`config.mk`:
```
export PLATFORM = sky130hd
export DESIGN_NAME = apb_master_ctrl
export DESIGN_NICKNAME = d
export VERILOG_FILES = /design/src/rtl/apb_master_ctrl.sv
export SDC_FILE = /design/constraint.sdc
export NUM_CORES = 1
export LEC_CHECK = 0
export CAP_MARGIN = 40
export CORE_UTILIZATION = 41
export DETAILED_ROUTE_END_ITERATION = 8
export MAX_ROUTING_LAYER = met4
export PLACE_DENSITY = 0.89
export SYNTH_ARGS = -nofsm -noshare
export SYNTH_HDL_FRONTEND = slang
export SYNTH_SLANG_ARGS = --single-unit
```
`constraint.sdc`:
```
create_clock -name p_clk_i -period 1.5 [get_ports p_clk_i]
set_input_delay 0.15 -clock p_clk_i [delete_from_list [all_inputs] [get_ports p_clk_i]]
set_output_delay 0.15 -clock p_clk_i [all_outputs]
set_load 0.005 [all_outputs]
```
`src/rtl/apb_master_ctrl.sv`:
```
// rtl/apb_master_ctrl.sv - APB3 requester turning valid/ready commands into SETUP/ACCESS transfers (optional APB_MASTER_TIMEOUT_EN)
module apb_master_ctrl #(
    parameter int ADDR_W         = 32,
    parameter int DATA_W         = 32,
    parameter int TIMEOUT_CYCLES = 16
) (
    input  logic              p_clk_i,
    input  logic              p_rst_i,
    input  logic              cmd_valid_i,
    output logic              cmd_ready_o,
    input  logic              cmd_we_i,
    input  logic [ADDR_W-1:0] cmd_adr_i,
    input  logic [DATA_W-1:0] cmd_dat_i,
    output logic              rsp_valid_o,
    output logic [DATA_W-1:0] rsp_dat_o,
    output logic              rsp_err_o,
    output logic [15:0]       txn_cnt_o,
    output logic              p_sel_o,
    output logic              p_enable_o,
    output logic              p_we_o,
    output logic [ADDR_W-1:0] p_adr_o,
    output logic [DATA_W-1:0] p_dat_o,
    input  logic [DATA_W-1:0] p_dat_i,
    input  logic              p_ready_i,
    input  logic              p_slverr_i
);

    typedef enum logic [1:0] {
        IDLE   = 2'd0,
        SETUP  = 2'd1,
        ACCESS = 2'd2
    } state_t;

    state_t state;
    state_t state_nxt;

    // Registered APB and response outputs, with their next-cycle values
    logic              apb_sel,    apb_sel_nxt;
    logic              apb_enable, apb_enable_nxt;
    logic              apb_we,     apb_we_nxt;
    logic [ADDR_W-1:0] apb_adr,    apb_adr_nxt;
    logic [DATA_W-1:0] apb_wdat,   apb_wdat_nxt;
    logic              rsp_valid,  rsp_valid_nxt;
    logic [DATA_W-1:0] rsp_dat,    rsp_dat_nxt;
    logic              rsp_err,    rsp_err_nxt;
    logic [15:0]       txn_cnt,    txn_cnt_nxt;

    logic accept;
    logic done;
    logic abort;

    // A zero or negative timeout would make the abort compare meaningless
    if (TIMEOUT_CYCLES < 1) begin : g_timeout_range_check
        $error("apb_master_ctrl: TIMEOUT_CYCLES must be at least 1");
    end

    // Commands are only taken while idle; slave handshake only matters in ACCESS
    assign accept = cmd_valid_i && (state == IDLE);
    assign done   = (state == ACCESS) && p_ready_i;

`ifdef APB_MASTER_TIMEOUT_EN
    localparam int TMO_W = $clog2(TIMEOUT_CYCLES + 1);
    localparam logic [TMO_W-1:0] TMO_LAST = TMO_W'(TIMEOUT_CYCLES - 1);

    logic [TMO_W-1:0] tmo_cnt;

    // Counts ACCESS cycles; SETUP always precedes ACCESS so clearing there restarts it per transfer
    always_ff @(posedge p_clk_i or negedge p_rst_i) begin
        if (!p_rst_i) begin
            tmo_cnt <= '0;
        end else if (state == SETUP) begin
            tmo_cnt <= '0;
        end else if (state == ACCESS && !p_ready_i) begin
            tmo_cnt <= tmo_cnt + 1'b1;
        end
    end

    // Abort at the end of the last allowed ACCESS cycle; a ready in that cycle still wins
    assign abort = (state == ACCESS) && !p_ready_i && (tmo_cnt == TMO_LAST);
`else
    assign abort = 1'b0;
`endif

    // State register
    always_ff @(posedge p_clk_i or negedge p_rst_i) begin
        if (!p_rst_i) begin
            state <= IDLE;
        end else begin
            state <= state_nxt;
        end
    end

    // Next-state decode
    always_comb begin
        state_nxt = state;
        case (state)
            IDLE:    if (accept) state_nxt = SETUP;
            SETUP:   state_nxt = ACCESS;
            ACCESS:  if (done || abort) state_nxt = IDLE;
            default: state_nxt = IDLE;
        endcase
    end

    // Next values of the registered outputs, decided by the current state
    always_comb begin
        apb_sel_nxt    = apb_sel;
        apb_enable_nxt = apb_enable;
        apb_we_nxt     = apb_we;
        apb_adr_nxt    = apb_adr;
        apb_wdat_nxt   = apb_wdat;
        rsp_valid_nxt  = 1'b0;
        rsp_dat_nxt    = rsp_dat;
        rsp_err_nxt    = rsp_err;
        txn_cnt_nxt    = txn_cnt;
        case (state)
            IDLE: begin
                if (accept) begin
                    apb_sel_nxt    = 1'b1;
                    apb_enable_nxt = 1'b0;
                    apb_we_nxt     = cmd_we_i;
                    apb_adr_nxt    = cmd_adr_i;
                    apb_wdat_nxt   = cmd_we_i ? cmd_dat_i : '0;
                end
            end
            SETUP: begin
                apb_enable_nxt = 1'b1;
            end
            ACCESS: begin
                if (done) begin
                    apb_sel_nxt    = 1'b0;
                    apb_enable_nxt = 1'b0;
                    rsp_valid_nxt  = 1'b1;
                    rsp_dat_nxt    = apb_we ? '0 : p_dat_i;
                    rsp_err_nxt    = p_slverr_i;
                    txn_cnt_nxt    = txn_cnt + 16'd1;
                end else if (abort) begin
                    apb_sel_nxt    = 1'b0;
                    apb_enable_nxt = 1'b0;
                    rsp_valid_nxt  = 1'b1;
                    rsp_dat_nxt    = '0;
                    rsp_err_nxt    = 1'b1;
                end
            end
            default: begin
                apb_sel_nxt    = 1'b0;
                apb_enable_nxt = 1'b0;
            end
        endcase
    end

    // Output registers; reset drops the bus immediately and suppresses any response
    always_ff @(posedge p_clk_i or negedge p_rst_i) begin
        if (!p_rst_i) begin
            apb_sel    <= 1'b0;
            apb_enable <= 1'b0;
            apb_we     <= 1'b0;
            apb_adr    <= '0;
            apb_wdat   <= '0;
            rsp_valid  <= 1'b0;
            rsp_dat    <= '0;
            rsp_err    <= 1'b0;
            txn_cnt    <= 16'd0;
        end else begin
            apb_sel    <= apb_sel_nxt;
            apb_enable <= apb_enable_nxt;
            apb_we     <= apb_we_nxt;
            apb_adr    <= apb_adr_nxt;
            apb_wdat   <= apb_wdat_nxt;
            rsp_valid  <= rsp_valid_nxt;
            rsp_dat    <= rsp_dat_nxt;
            rsp_err    <= rsp_err_nxt;
            txn_cnt    <= txn_cnt_nxt;
        end
    end

    assign cmd_ready_o = (state == IDLE);
    assign p_sel_o     = apb_sel;
    assign p_enable_o  = apb_enable;
    assign p_we_o      = apb_we;
    assign p_adr_o     = apb_adr;
    assign p_dat_o     = apb_wdat;
    assign rsp_valid_o = rsp_valid;
    assign rsp_dat_o   = rsp_dat;
    assign rsp_err_o   = rsp_err;
    assign txn_cnt_o   = txn_cnt;

endmodule

```
==> results_tabular.tex <==
\begin{tabular}{lr}
\hline
Metric & Value \\
\hline
\multicolumn{2}{l}{\textbf{Outcome}} \\
\quad Outcome & complete, but fails checks \\
\quad Violations in the final reports & negative setup slack \\
\multicolumn{2}{l}{\textbf{STA}} \\
\quad Slew @ Worst Pin & 331 ps \\
\quad Least setup slack across all paths after layout & -0.688 ps \\
\quad Setup Total Neg Slack & -0.688 ps \\
\quad Worst slew margin relative to its limit & 77.9\% \\
\quad Worst-case clock skew & 6.68 ps \\
\quad Slew Limit Fails & 0 \\
\quad Number of hold violations in the final report & 0 \\
\quad Final worst path period share & 100\% \\
\quad Period minus WS final & 1500 ps \\
\quad Highest clock rate & 0.666 GHz \\
\quad Unrepaired setup endpoints after global routing & yes \\
\quad Count of final setup violators & 1 \\
\multicolumn{2}{l}{\textbf{Global routing}} \\
\quad GRT Residual Overflow & 0 \\
\quad Vias in the first global route & 4529 \\
\quad First-pass GRT wire length & 21.1 mm \\
\quad Global route hottest layer & met2 \\
\quad M1 GR Usage & 25.1\% \\
\quad Met3 usage & 8.01\% \\
\quad Antenna violations before repair & 0 \\
\quad GR Layer Usage met2 & 41.8\% \\
\quad Total global routing track utilization & 24.5\% \\
\quad Largest net degree at the start of global routing & 70 \\
\multicolumn{2}{l}{\textbf{Pwr}} \\
\quad Power per unit of standard cell area & 1860 nW/um2 \\
\quad Max VDD drop & 1.10 mV \\
\quad Leakage dissipation & 3.85 nW \\
\quad Total power after layout & 14.8 mW \\
\multicolumn{2}{l}{\textbf{Detailed routing}} \\
\quad Average wire per cell in the routed design & 15.8 um \\
\quad Antenna-violating nets left & 0 \\
\quad Number of iterations in the first detailed-routing pass & 4 \\
\quad Initial DRC count & 251 \\
\quad Count of vias placed by the detailed router & 4353 \\
\quad Routed Wire Length & 14.2 mm \\
\quad Number of vias per cell after detailed routing & 4.85 \\
\quad DRC violation count after routing & 0 \\
\multicolumn{2}{l}{\textbf{Finish}} \\
\quad Number of nets in the final layout & 849 \\
\quad Share of cells above drive strength 1 & 10.3\% \\
\quad Area growth from synthesis to layout & 69.1\% \\
\quad Number of antenna cells inserted & 0 \\
\quad Number of filler instances in the final layout & 763 \\
\multicolumn{2}{l}{\textbf{Synth}} \\
\quad Synthesized area per cell & 9.50 um2 \\
\quad Net count of the mapped netlist & 599 \\
\quad Most frequent cell after synthesis & sky130\_fd\_sc\_hd\_\_nand2\_1 \\
\quad Most instantiated flip-flop cell in the synthesis netlist & sky130\_fd\_sc\_hd\_\_dfrtp\_1 \\
\quad Top cells by area in the synthesized netlist & sky130\_fd\_sc\_hd\_\_dfrtp\_1 63\%, sky130\_fd\_sc\_hd\_\_nand2\_1 16\%, sky130\_fd\_sc\_hd\_\_nand2b\_1 4.2\% \\
\quad Cell taking the most area after synthesis & sky130\_fd\_sc\_hd\_\_dfrtp\_1 \\
\quad Cells after synthesis & 496 \\
\quad Simple-gate portion of the synthesized area & 27.4\% \\
\quad Synth cell count leaders & 206 x sky130\_fd\_sc\_hd\_\_nand2\_1, 118 x sky130\_fd\_sc\_hd\_\_dfrtp\_1, 37 x sky130\_fd\_sc\_hd\_\_nand3\_1 \\
\quad Synthesized-area fraction occupied by xor and xnor cells & 2.79\% \\
\quad Post-Synthesis Cell Area & 4710 um2 \\
\quad Post-synthesis share of cell area spent on full adders, half adders and majority gates & 0.265\% \\
\quad Proportion of register bits with asynchronous set or reset after synthesis & 100\% \\
\quad Share of cell area taken by muxes after synthesis & 0\% \\
\quad Count of synthesis-stage warnings from yosys & 0 \\
\quad Synth Area in Compound Gates & 3.88\% \\
\quad Combinational family with the most area after synthesis & simple AND/OR/NAND/NOR gates \\
\quad Fraction of the yosys area taken by sequential cells & 62.6\% \\
\quad Synth unique cells & 25 \\
\quad Top cell type's share of synthesized area & 62.6\% \\
\quad Flop and latch count out of synthesis & 118 \\
\quad Number of synthesized flops with an enable pin & 0 \\
\multicolumn{2}{l}{\textbf{Floorplan}} \\
\quad Area of the placeable core & 11000 um2 \\
\quad Die footprint & 11900 um2 \\
\quad Chip height & 109 um \\
\quad Number of core rows & 38 \\
\quad Count of boundary I/O pins & 220 \\
\quad Horizontal extent of the die & 109 um \\
\quad Initial Utilization & 42.7\% \\
\multicolumn{2}{l}{\textbf{Clock tree}} \\
\quad Clock tree from TritonCTS & done \\
\quad TritonCTS buffer count & 17 \\
\quad Clock Pin Slew Worst Setup and Hold Paths & 50 ps \\
\quad Root buffer cell & sky130\_fd\_sc\_hd\_\_clkbuf\_16 \\
\quad Clk Latency, worst-skew pair & 410 ps \\
\quad CTS sink cnt & 118 \\
\quad H-tree depth & 4 \\
\quad Number of buffers on the longest clock path & 2 \\
\multicolumn{2}{l}{\textbf{Worst setup path}} \\
\quad Number of cell instances on the worst register-to-register path & 5 \\
\quad Data arrival, critical path & 1830 ps \\
\quad Start of the worst register-to-register path & state[0] \\
\quad Largest fanout of any net on the critical path & 4 \\
\quad Crit path kind & flop to flop \\
\quad Sort of element at the start of the critical path & flop \\
\quad Slowest Stage Delay on Critical Path & 460 ps \\
\quad Worst R2R End & txn\_cnt\_o[9] \\
\quad Setup crit end kind & flop \\
\quad CP top delay family & simple AND/OR/NAND/NOR gates \\
\quad Worst Path Buf+Inv & 1 \\
\quad Setup slack of the worst register-to-register path & -0.7 ps \\
\quad Cell-by-cell listing of the critical path & buf\_6 -> nand3b\_4 -> or3\_4 -> nor2\_4 -> xor2\_1 \\
\quad Data required time of the critical path & 1830 ps \\
\quad Cell at the slowest stage of the critical path & sky130\_fd\_sc\_hd\_\_or3\_4 \\
\multicolumn{2}{l}{\textbf{Job}} \\
\quad Max-cap violation count & 0 \\
\multicolumn{2}{l}{\textbf{Placement}} \\
\quad Detail Placement HPWL & 9.31 mm \\
\quad Final weighted congestion of routability-driven global placement & 0.802 \\
\quad Count of port buffers added during placement & 219 \\
\multicolumn{2}{l}{\textbf{Hold path}} \\
\quad Tightest Hold Check Type & input port to async pin \\
\hline
\end{tabular}
==> logic make-up after synthesis <==
family / count (synthesis)
adder cells (fa/ha/maj): 1
flip-flops: 118
buffers and inverters: 33
XOR/XNOR: 15
AO/OA/AOI/OAI: 35
AND/OR/NAND/NOR: 294
==> placed cells by master, fill, tap and decap left out, types with 3 or more instances in the layout <==
master / synthesis / routed
sky130_fd_sc_hd__buf_12: 0 / 6
sky130_fd_sc_hd__buf_4: 0 / 28
sky130_fd_sc_hd__buf_6: 0 / 3
sky130_fd_sc_hd__clkbuf_1: 11 / 5
sky130_fd_sc_hd__clkbuf_16: 0 / 19
sky130_fd_sc_hd__clkbuf_8: 0 / 4
sky130_fd_sc_hd__clkdlybuf4s50_1: 0 / 212
sky130_fd_sc_hd__clkinv_2: 0 / 3
sky130_fd_sc_hd__dfrtp_1: 118 / 117
sky130_fd_sc_hd__dlygate4sd2_1: 0 / 5
sky130_fd_sc_hd__inv_1: 5 / 3
sky130_fd_sc_hd__nand2_1: 206 / 206
sky130_fd_sc_hd__nand2b_1: 32 / 32
sky130_fd_sc_hd__nand3_1: 37 / 36
sky130_fd_sc_hd__o21ai_0: 32 / 32
sky130_fd_sc_hd__xnor2_1: 10 / 9
sky130_fd_sc_hd__xor2_1: 5 / 5
==> final cells by class <==
type / count / area [um2] / share of cell area (%)
inverter: 5 / 23.8 / 0.298
clock buffer: 26 / 499 / 6.26
sequential: 118 / 2950 / 37.1
multi-input combinational: 345 / 1660 / 20.8
timing repair buffer: 259 / 2620 / 32.8
clock inverter: 4 / 45.0 / 0.565
tap: 140 / 175 / 2.20
==> worst register-to-register path, stage by stage (launching register included) <==
cell	delay, ps
sky130_fd_sc_hd__dfrtp_1	380
sky130_fd_sc_hd__buf_6	120
sky130_fd_sc_hd__nand3b_4	190
sky130_fd_sc_hd__or3_4	460
sky130_fd_sc_hd__nor2_4	110
sky130_fd_sc_hd__xor2_1	160
==> per-stage QoR <==
stage          util (%)  hold slack (ps)  worst slack (ps)  instance area, um2  instances
5_1_grt            72.3             84.3             -81.1                7970        897
4_1_cts            70.7             79.6              17.0                7800        888
2_1_floorplan         -             -146               145                4710        496
3_5_place_dp       64.6            -32.9              -143                7130        842
3_3_place_gp       64.6            -35.1              -100                7130        842
6_report           72.3             89.2            -0.688                7970        897
==> routing by layer <==
layer,vias to the layer above,wire [um]
met5,-,0
met4,0,444
met3,39,1060
met2,179,7320
met1,2068,5320
li1,2067,-
==> flip-flops by register name, summed over array words and instances, names as in the netlist <==
| signal | flops |
|---|---|
| state | 1 |
| p_we_o | 1 |
| p_adr_o | 32 |
| rsp_err_o | 1 |
| rsp_valid_o | 1 |
| p_sel_o | 1 |
| p_enable_o | 1 |
| txn_cnt_o | 16 |
| p_dat_o | 32 |
| rsp_dat_o | 32 |
==> where the power goes <==
group | total (mW) | internal (mW) | switching [mW] | leakage, nW
Sequential | 5.25 | 4.51 | 0.744 | 1.52
Clock | 3.73 | 2.42 | 1.31 | 0.270
Combinational | 5.82 | 3.47 | 2.35 | 2.06
==> worst max path at each step <==
stage	startpoint	endpoint	slack (ps)	cells after the start
2_1_floorplan	state[0]	txn_cnt_o[15]	150	4
3_3_place_gp	p_ready_i	txn_cnt_o[15]	-100	5
3_5_place_dp	p_ready_i	txn_cnt_o[9]	-140	5
4_1_cts	txn_cnt_o[14]	txn_cnt_o[14]	20	1
5_1_grt	txn_cnt_o[0]	txn_cnt_o[9]	-80	5
6_report	state[0]	txn_cnt_o[9]	-0.7	5
==> timing repair <==
action / 4_1_cts / 5_1_grt
buffers inserted: 15 / 6
hold buffers: 1 / 0
hold endpoints to repair: 118 / 0
gates cloned: 0 / 3
gates resized for setup: 9 / 17
endpoints found under the setup margin: 17 / 80
pin swaps: 1 / 5
Power figures use the tool's default switching activity.
